File: config.mk
export PLATFORM = sky130hd
export DESIGN_NAME = four_bit_multiplier_flat
export DESIGN_NICKNAME = d
export VERILOG_FILES = /design/src/rtl/four_bit_multiplier_if.sv /design/src/rtl/four_bit_multiplier.sv /design/src/flat_wrapper.sv
export SDC_FILE = /design/constraint.sdc
export NUM_CORES = 1
export LEC_CHECK = 0
export ABC_AREA = 1
export BUFFER_PORTS_ARGS = -buffer_cell sky130_fd_sc_hd__buf_2
export CORE_UTILIZATION = 59
export CTS_BUF_LIST = sky130_fd_sc_hd__clkbuf_8
export DETAILED_ROUTE_END_ITERATION = 12
export GPL_TIMING_DRIVEN = 1
export PLACE_DENSITY = 0.81
export SKIP_CTS_REPAIR_TIMING = 1
export SLEW_MARGIN = 20
export SYNTH_ARGS = -nofsm -noshare
export SYNTH_HDL_FRONTEND = slang
export SYNTH_SLANG_ARGS = --single-unit
File: constraint.sdc
create_clock -name clk -period 1.96 [get_ports clk]
set_input_delay 0.196 -clock clk [delete_from_list [all_inputs] [get_ports clk]]
set_output_delay 0.196 -clock clk [all_outputs]
set_load 0.02 [all_outputs]
File: src/rtl/four_bit_multiplier_if.sv
// ---------------------------------------------------------------------------
// four_bit_multiplier_if
//
// Bundles the operand/handshake/result signals of the shift-and-add
// multiplier so the requester and the multiplier share one connection.
//
// Signals:
//   A        multiplicand from the A operand register (WIDTH bits)
//   B        multiplier from the B operand register (WIDTH bits)
//   start    level-sampled request for a new multiplication
//   product  result register (2*WIDTH bits), held until the next completion
//   busy     high while a multiplication is in progress
//   done     one-cycle pulse marking a freshly loaded product
//
// Modports:
//   master   the requester: drives A, B, start; observes the results
//   slave    the multiplier: observes A, B, start; drives the results
// ---------------------------------------------------------------------------
interface four_bit_multiplier_if #(
    parameter int WIDTH = 4
);
    logic [WIDTH-1:0]   A;
    logic [WIDTH-1:0]   B;
    logic               start;
    logic [2*WIDTH-1:0] product;
    logic               busy;
    logic               done;

    modport master (
        output A,
        output B,
        output start,
        input  product,
        input  busy,
        input  done
    );

    modport slave (
        input  A,
        input  B,
        input  start,
        output product,
        output busy,
        output done
    );
endinterface

File: src/rtl/four_bit_multiplier.sv
// ---------------------------------------------------------------------------
// four_bit_multiplier
//
// Sequential unsigned shift-and-add multiplier. Operands are captured once
// when a start request is seen in IDLE; one partial product is accumulated
// per clock, and after WIDTH steps the result is loaded into the product
// register, which then holds until the next completed operation.
//
// Ports:
//   clk    system clock, all state updates on the rising edge
//   rst_n  synchronous active-low reset
//   bus    slave side of four_bit_multiplier_if
//          (A, B, start in; product, busy, done out)
// ---------------------------------------------------------------------------
module four_bit_multiplier #(
    parameter int WIDTH = 4
) (
    input  logic                  clk,
    input  logic                  rst_n,
    four_bit_multiplier_if.slave  bus
);

    localparam int CNT_W = (WIDTH > 1) ? $clog2(WIDTH) : 1;

    typedef enum logic [1:0] {
        IDLE = 2'd0,
        RUN  = 2'd1,
        DONE = 2'd2
    } state_t;

    state_t             state;
    state_t             state_next;

    logic [2*WIDTH-1:0] mcand;
    logic [2*WIDTH-1:0] acc;
    logic [2*WIDTH-1:0] acc_sum;
    logic [WIDTH-1:0]   mplier;
    logic [CNT_W-1:0]   cnt;
    logic               last_step;

    // State register: reset wins over everything, including a pending start.
    always_ff @(posedge clk) begin
        if (!rst_n) begin
            state <= IDLE;
        end else begin
            state <= state_next;
        end
    end

    // Next-state logic: start only matters in IDLE, so a request seen during
    // RUN or DONE is dropped rather than queued.
    always_comb begin
        state_next = state;
        case (state)
            IDLE:    if (bus.start) state_next = RUN;
            RUN:     if (last_step) state_next = DONE;
            DONE:    state_next = IDLE;
            default: state_next = IDLE;
        endcase
    end

    // The accumulator value after this step's conditional add. The final
    // product is taken from here so the last partial product is included on
    // the same edge that leaves RUN.
    always_comb begin
        acc_sum   = acc + (mplier[0] ? mcand : '0);
        last_step = (cnt == CNT_W'(WIDTH - 1));
    end

    // Datapath: operands are copied into private registers on the start edge
    // so later changes on A/B cannot disturb an operation in flight. The
    // product register is written only on the final RUN step or by reset.
    always_ff @(posedge clk) begin
        if (!rst_n) begin
            mcand       <= '0;
            mplier      <= '0;
            acc         <= '0;
            cnt         <= '0;
            bus.product <= '0;
        end else begin
            case (state)
                IDLE: begin
                    if (bus.start) begin
                        mcand  <= {{WIDTH{1'b0}}, bus.A};
                        mplier <= bus.B;
                        acc    <= '0;
                        cnt    <= '0;
                    end
                end
                RUN: begin
                    acc    <= acc_sum;
                    mcand  <= mcand << 1;
                    mplier <= mplier >> 1;
                    cnt    <= cnt + CNT_W'(1);
                    if (last_step) begin
                        bus.product <= acc_sum;
                    end
                end
                default: begin
                end
            endcase
        end
    end

    // Status outputs come straight from the registered state, so they cannot
    // glitch with start.
    always_comb begin
        bus.busy = (state == RUN);
        bus.done = (state == DONE);
    end

endmodule
File: src/flat_wrapper.sv
// flat-port wrapper written by rule: the top's interface ports become plain ports
module four_bit_multiplier_flat 
#(
    parameter int WIDTH = 4
)
  (clk, rst_n, bus_A, bus_B, bus_start, bus_product, bus_busy, bus_done);
  four_bit_multiplier_if #(.WIDTH(WIDTH)) bus_i ();
  input  logic clk;
  input  logic rst_n;
  input wire logic [$bits(bus_i.A)-1:0] bus_A;
  input wire logic [$bits(bus_i.B)-1:0] bus_B;
  input wire logic [$bits(bus_i.start)-1:0] bus_start;
  output wire logic [$bits(bus_i.product)-1:0] bus_product;
  output wire logic [$bits(bus_i.busy)-1:0] bus_busy;
  output wire logic [$bits(bus_i.done)-1:0] bus_done;
  assign bus_i.A = bus_A;
  assign bus_i.B = bus_B;
  assign bus_i.start = bus_start;
  assign bus_product = bus_i.product;
  assign bus_busy = bus_i.busy;
  assign bus_done = bus_i.done;
  four_bit_multiplier #(.WIDTH(WIDTH)) u_core (.clk(clk), .rst_n(rst_n), .bus(bus_i));
endmodule
* Word-level counts from Yosys, hierarchy flattened
Cells that the tools add are included. Widths: inputs -> output; s select.
Storage, ports and cells: flip-flop bits (word level) 32, latch bits 0, memory bits (writable) 0, bits in read-only memories 0, input bits 11, output and inout port bits 10, logic and storage cells 30, memories 0
Operators by class: add/sub/neg operators 2, $mul 0, div/mod/pow operators 0, order comparisons 0, eq/ne operators 5, shift-type cells 0, mux-type cells 12, bitwise gates (word level) 0, reduce and logical (&&, ||, !) cells 5
Operator list (number):
- $pmux 8 s2 | 2
- $mux 8 | 3
- $add 8x8->8 | 1
- $pmux 2 s2 | 2
- $pmux 4 s2 | 1
- $mux 2 | 3
- $reduce_and 2->1 | 3
- $eq 2x2->1 const B | 2
- $mux 4 | 1
- $add 2x1->2 const B | 1
- $eq 2x1->1 const B | 1
- $logic_not 2->1 | 1
- $ne 2x1->1 const B | 1
- $ne 2x2->1 const B | 1
- $reduce_bool 2->1 | 1

* Longest topological paths before layout
depth in word-level cells 3, mapped depth 14, depth with buffers taken out 13

* Least setup slack after synthesis
No wires, ideal clock.
kind reg-to-reg, start register u_core.mplier[0], end register u_core.bus.product[6], setup time 0.109 ns, arrival 1.525 ns, data required time 1.851 ns, path slack 0.326 ns, stages on the path, launching flop included 15, buffers on the path 1, clock period less this slack 1.634 ns, path through dfxtp_1 buf_6 nand2_1 inv_1 ha_1 inv_1 fa_1 inv_1 nand3_1 nand3_1 nand2_1 nand2_1 nand2_1 nand2_1 inv_1
Between the ends: longest elaborated chain between the ends 2
RTL lines:
- from (decl) | line four_bit_multiplier.sv:37 | logic [WIDTH-1:0] mplier;
- from (signal assigned) | line four_bit_multiplier.sv:85 | mplier <= bus.B;
- from (signal assigned) | line four_bit_multiplier.sv:93 | mplier <= mplier >> 1;
- $mux 8 | line four_bit_multiplier.sv:66 | acc_sum = acc + (mplier[0] ? mcand : '0);
- $add 8x8->8 | line four_bit_multiplier.sv:66
- to (signal assigned) | line four_bit_multiplier.sv:96 | bus.product <= acc_sum;
- to (decl) | line four_bit_multiplier_if.sv:42 | output product,
Every way passes these cells. A chain may end at the register's enable or synchronous reset.

* Final worst setup path
start register u_core.mcand[0], end register u_core.bus.product[4]
Between the ends: longest elaborated chain between the ends 2
RTL lines:
- from (decl) | line four_bit_multiplier.sv:34 | logic [2*WIDTH-1:0] mcand;
- from (signal assigned) | line four_bit_multiplier.sv:84 | mcand <= {{WIDTH{1'b0}}, bus.A};
- from (signal assigned) | line four_bit_multiplier.sv:92 | mcand <= mcand << 1;
- $mux 8 | line four_bit_multiplier.sv:66
- $add 8x8->8 | line four_bit_multiplier.sv:66
Every way passes these cells.

==> results_tabular.tex <==
\begin{tabular}{lr}
\hline
Metric & Value \\
\hline
\multicolumn{2}{l}{\textbf{Clocking}} \\
\quad H-tree levels & 2 \\
\quad CTS buffer count & 5 \\
\quad Clock Path Buffers & 2 \\
\quad Sinks on Clock Net & 32 \\
\quad Clock latency of the later-clocked register in the worst-skew pair & 0.28 ns \\
\quad Clock transition at the registers of the reported paths & about 0.06 ns \\
\quad Clock Root Buffer & clkbuf\_8 \\
\quad TritonCTS clock tree & built \\
\multicolumn{2}{l}{\textbf{Place}} \\
\quad Routability congestion estimate from global placement & 0.8368 \\
\quad Placed instance count & 276 \\
\quad Count of input and output buffers & 20 \\
\quad Placed wire-length estimate after detailed placement & between 2000 and 2500 microns \\
\multicolumn{2}{l}{\textbf{Synth}} \\
\quad Synthesized net count & 252 \\
\quad Synth area leader & dfxtp\_1 \\
\quad Portion of the post-synthesis area used by sequential elements & 38.73\% \\
\quad Number of cells produced by synthesis & 232 \\
\quad Area fraction of the dominant cell type after synthesis & 38.73\% \\
\quad Cell area after synthesis & 1654 sq um \\
\quad Yosys cell types & 29 \\
\quad Yosys warning count & 0 \\
\quad Register bit count reported by yosys & 32 \\
\quad Post-Synthesis Mean Instance Area & between 7 and 8 sq um \\
\quad Ranking of synthesized cells by area & dfxtp\_1, nand2\_1, a21oi\_1, inv\_1, ha\_1 \\
\multicolumn{2}{l}{\textbf{Critical path}} \\
\quad Cell at the slowest stage of the critical path & fa\_1 \\
\quad CP Data Required Time & roughly 2.2 ns \\
\quad Worst setup slack for register-to-register paths & 0.24 ns \\
\quad Data arrival time of the critical path & 1.94 ns \\
\quad Critical-path cell list & nand2\_1 -> inv\_1 -> ha\_1 -> inv\_1 -> fa\_1 -> inv\_1 -> a21oi\_1 -> xnor2\_1 -> nand2\_1 -> a21oi\_1 \\
\quad Worst Reg2Reg Path Length in Cells & 10 \\
\quad Crit path launch type & flop \\
\quad Cell repeated most along the worst path & inv\_1 \\
\quad Reg-to-Reg Start & u\_core.mcand[0]\$\_SDFFE\_PN0P\_ \\
\quad Kind of cell adding the most delay to the critical path & adder cells \\
\quad Worst Path Max Fanout & 3 \\
\quad CP endpoint kind & flop \\
\quad Worst r2r dst & u\_core.bus.product[4]\$\_SDFFE\_PN0P\_ \\
\quad Worst Setup Path Type & flop to flop \\
\quad Sum of buffers and inverters on the critical path & 3 \\
\quad Slowest stage delay, CP & between 0.3 and 0.4 ns \\
\multicolumn{2}{l}{\textbf{GRT}} \\
\quad Pin count of the biggest net entering global routing & 28 \\
\quad Vias in the first global route & 1261 \\
\quad Remaining global-route overflow & 0 \\
\quad Antenna violations before repair & 0 \\
\quad Total global-route track usage & 25.46\% \\
\quad First-pass GRT wire length & 5354 microns \\
\multicolumn{2}{l}{\textbf{Route}} \\
\quad Routed length on met2 & 1342 microns \\
\quad Total met3 wirelength after detailed routing & 103 microns \\
\quad Highest metal used & met4 \\
\quad Metal1 wirelength & 1666 microns \\
\quad Residual DRC & 0 \\
\quad Post-detailed-routing wire length & 3174 microns \\
\quad WL per Instance & $\sim$11 microns \\
\quad Ratio of routed vias to standard cells & 5.060 \\
\quad Detailed Routing Iterations Pass 1 & 6 \\
\quad Detailed router's first-iteration violation count & 36 \\
\quad Routed via count & 1437 \\
\quad Remaining number of nets flagged by the antenna check after routing & 0 \\
\multicolumn{2}{l}{\textbf{Min path}} \\
\quad HP Class & primary input to flop \\
\quad Hold path cells & 3 \\
\quad Worst hold endpoint & u\_core.mcand[0]\$\_SDFFE\_PN0P\_ \\
\quad Launch point of the worst hold path & bus\_A[0] \\
\multicolumn{2}{l}{\textbf{Finish}} \\
\quad Combined area of the multi-input logic cells & 825.8 sq um \\
\quad Non-filler cells in the finished layout & 284 \\
\quad Seq. cell area & 640.6 sq um \\
\quad Ant. Diodes & 0 \\
\quad Fillers & between 200 and 250 \\
\quad Layout cells sized above 1 & 16.54\% \\
\quad P\&R area growth vs syn & 10.74\% \\
\quad Number of nets in the layout & $\sim$270 \\
\multicolumn{2}{l}{\textbf{Floorplanning}} \\
\quad Die height & 54.95 microns \\
\quad Num rows & 18 \\
\quad Area of the core & 2567 sq um \\
\quad Area of the die & just over 3000 sq um \\
\quad Initial Utilization & 64.42\% \\
\quad I/O pin count & 21 \\
\quad Die boundary width & 54.95 microns \\
\multicolumn{2}{l}{\textbf{Power}} \\
\quad Power consumption & around 1300 uW \\
\quad Pwr dens & approximately 700 nW/um\^{}2 \\
\quad Leakage & 0.0009294 uW \\
\quad Peak ir drop on the vdd network & 0.7148 mV \\
\multicolumn{2}{l}{\textbf{STA}} \\
\quad Number of endpoints with negative hold slack in the final report & 0 \\
\quad Fin crit period & 1.724 ns \\
\quad Number of pins exceeding their max-slew limit in the final report & 0 \\
\quad Worst slew margin relative to its limit & 67.59\% \\
\quad Final-layout setup total negative slack & 0 ns \\
\quad Fin Clk Skew & 0.003426 ns \\
\quad Setup repair after global routing missed its margin & false \\
\quad Final clock period utilization by the worst path & roughly 88\% \\
\quad Number of setup violations in the final report & 0 \\
\quad Peak clock frequency supported by timing & 580.1 MHz \\
\quad Slew @ Worst Pin & roughly 0.49 ns \\
\multicolumn{2}{l}{\textbf{Outcome}} \\
\quad Result of the run & complete, no violations \\
\multicolumn{2}{l}{\textbf{Run}} \\
\quad Max-Cap Viols & 0 \\
\hline
\end{tabular}
where the power goes:
part	internal, uW	leakage, uW	switching, uW
Clock	275	0.0000538	233
Combinational	35.3	0.000616	67.8
Sequential	667	0.000260	11.7
Total	978	0.000929	313
cells in the mapped netlist (all sizes together):
cell type   n
a211oi      1
a21oi      27
a221oi      1
a22oi       2
buf         8
dfxtp      32
fa          1
ha          8
inv        32
nand2      83
nand3       8
nand4       1
nor2       16
o21ai       5
o221ai      1
or2         2
xnor2       3
xor2        1
flip-flops by register name, summed over array words and instances (netlist names):
name	flops
u_core.acc	8
u_core.mplier	4
u_core.bus.product	8
u_core.state	2
u_core.cnt	2
u_core.mcand	8
cell type report:
class | count | share of cell area [%]
Sequential cell | 32 | 34.97
Multi-Input combinational cell | 160 | 45.08
Clock inverter | 2 | 0.4098
Clock buffer | 6 | 4.508
Timing Repair Buffer | 22 | 6.284
Inverter | 32 | 6.694
Tap cell | 30 | 2.049
cell usage in the layout (no fill, tap or decap):
master and count:
nand2_1 80, dfxtp_1 32, inv_1 30, a21oi_1 26
buf_2 20, nor2_1 13, nand3_1 8, ha_1 8
clkbuf_8 6, inv_2 3, xnor2_1 3, o21ai_0 3
nor2_2 3, nand2_4 2, a22oi_1 2, o21ai_1 2
buf_4 2, nand2_2 1, inv_4 1, or2_2 1
a221oi_2 1, or2_1 1, xor2_1 1, nand4_1 1
a211oi_2 1, o221ai_1 1, a21oi_2 1, fa_1 1
logic make-up after synthesis:
| group | count (synthesis) | share of synthesized area [%] |
|---|---|---|
| simple gates | 110 | 27.54 |
| buf+inv | 40 | 11.35 |
| compound gates | 37 | 13.01 |
| flops | 32 | 38.73 |
| fa+ha+maj | 9 | 7.262 |
| xor+xnor | 4 | 2.118 |
stage by stage:
stage / cell area [sq um] / worst slack (ns) / util [%] / hold slack (ns)
final: 1832 / 0.2361 / 71.35 / 0.1645
after global routing: 1832 / 0.04431 / 71.35 / 0.1764
after CTS: 1832 / 0.2244 / 71.35 / 0.1560
after detailed placement: 1742 / 0.2675 / 67.84 / 0.4559
after global placement: 1742 / 0.2629 / 67.84 / 0.4477
after floorplan: 1654 / 0.3258 / - / 0.2936
layer usage:
metal,track usage [%],up-vias
li1,-,766
met1,33.05,635
met2,39.96,29
met3,6.011,7
met4,11.25,0
met5,0,-
tightest hold or removal path: stages:
cell	delay (ns)
buf_2	0.10
nand2_1	0.05
a21oi_1	0.06
worst max-delay path by stage:
stage               slack, ns                                 end                          start  cells past startpoint
floorplan                0.33  u_core.bus.product[6]$_SDFFE_PN0P_  u_core.mplier[0]$_SDFFE_PN0P_                     14
global placement         0.26  u_core.bus.product[6]$_SDFFE_PN0P_   u_core.mcand[0]$_SDFFE_PN0P_                     13
detailed placement       0.27  u_core.bus.product[4]$_SDFFE_PN0P_   u_core.mcand[0]$_SDFFE_PN0P_                     10
CTS                      0.22  u_core.bus.product[4]$_SDFFE_PN0P_   u_core.mcand[0]$_SDFFE_PN0P_                     10
global route             0.04          u_core.acc[4]$_SDFFE_PN0P_   u_core.mcand[0]$_SDFFE_PN0P_                     10
finish                   0.24  u_core.bus.product[4]$_SDFFE_PN0P_   u_core.mcand[0]$_SDFFE_PN0P_                     10
(Power assumes the default switching activity.)
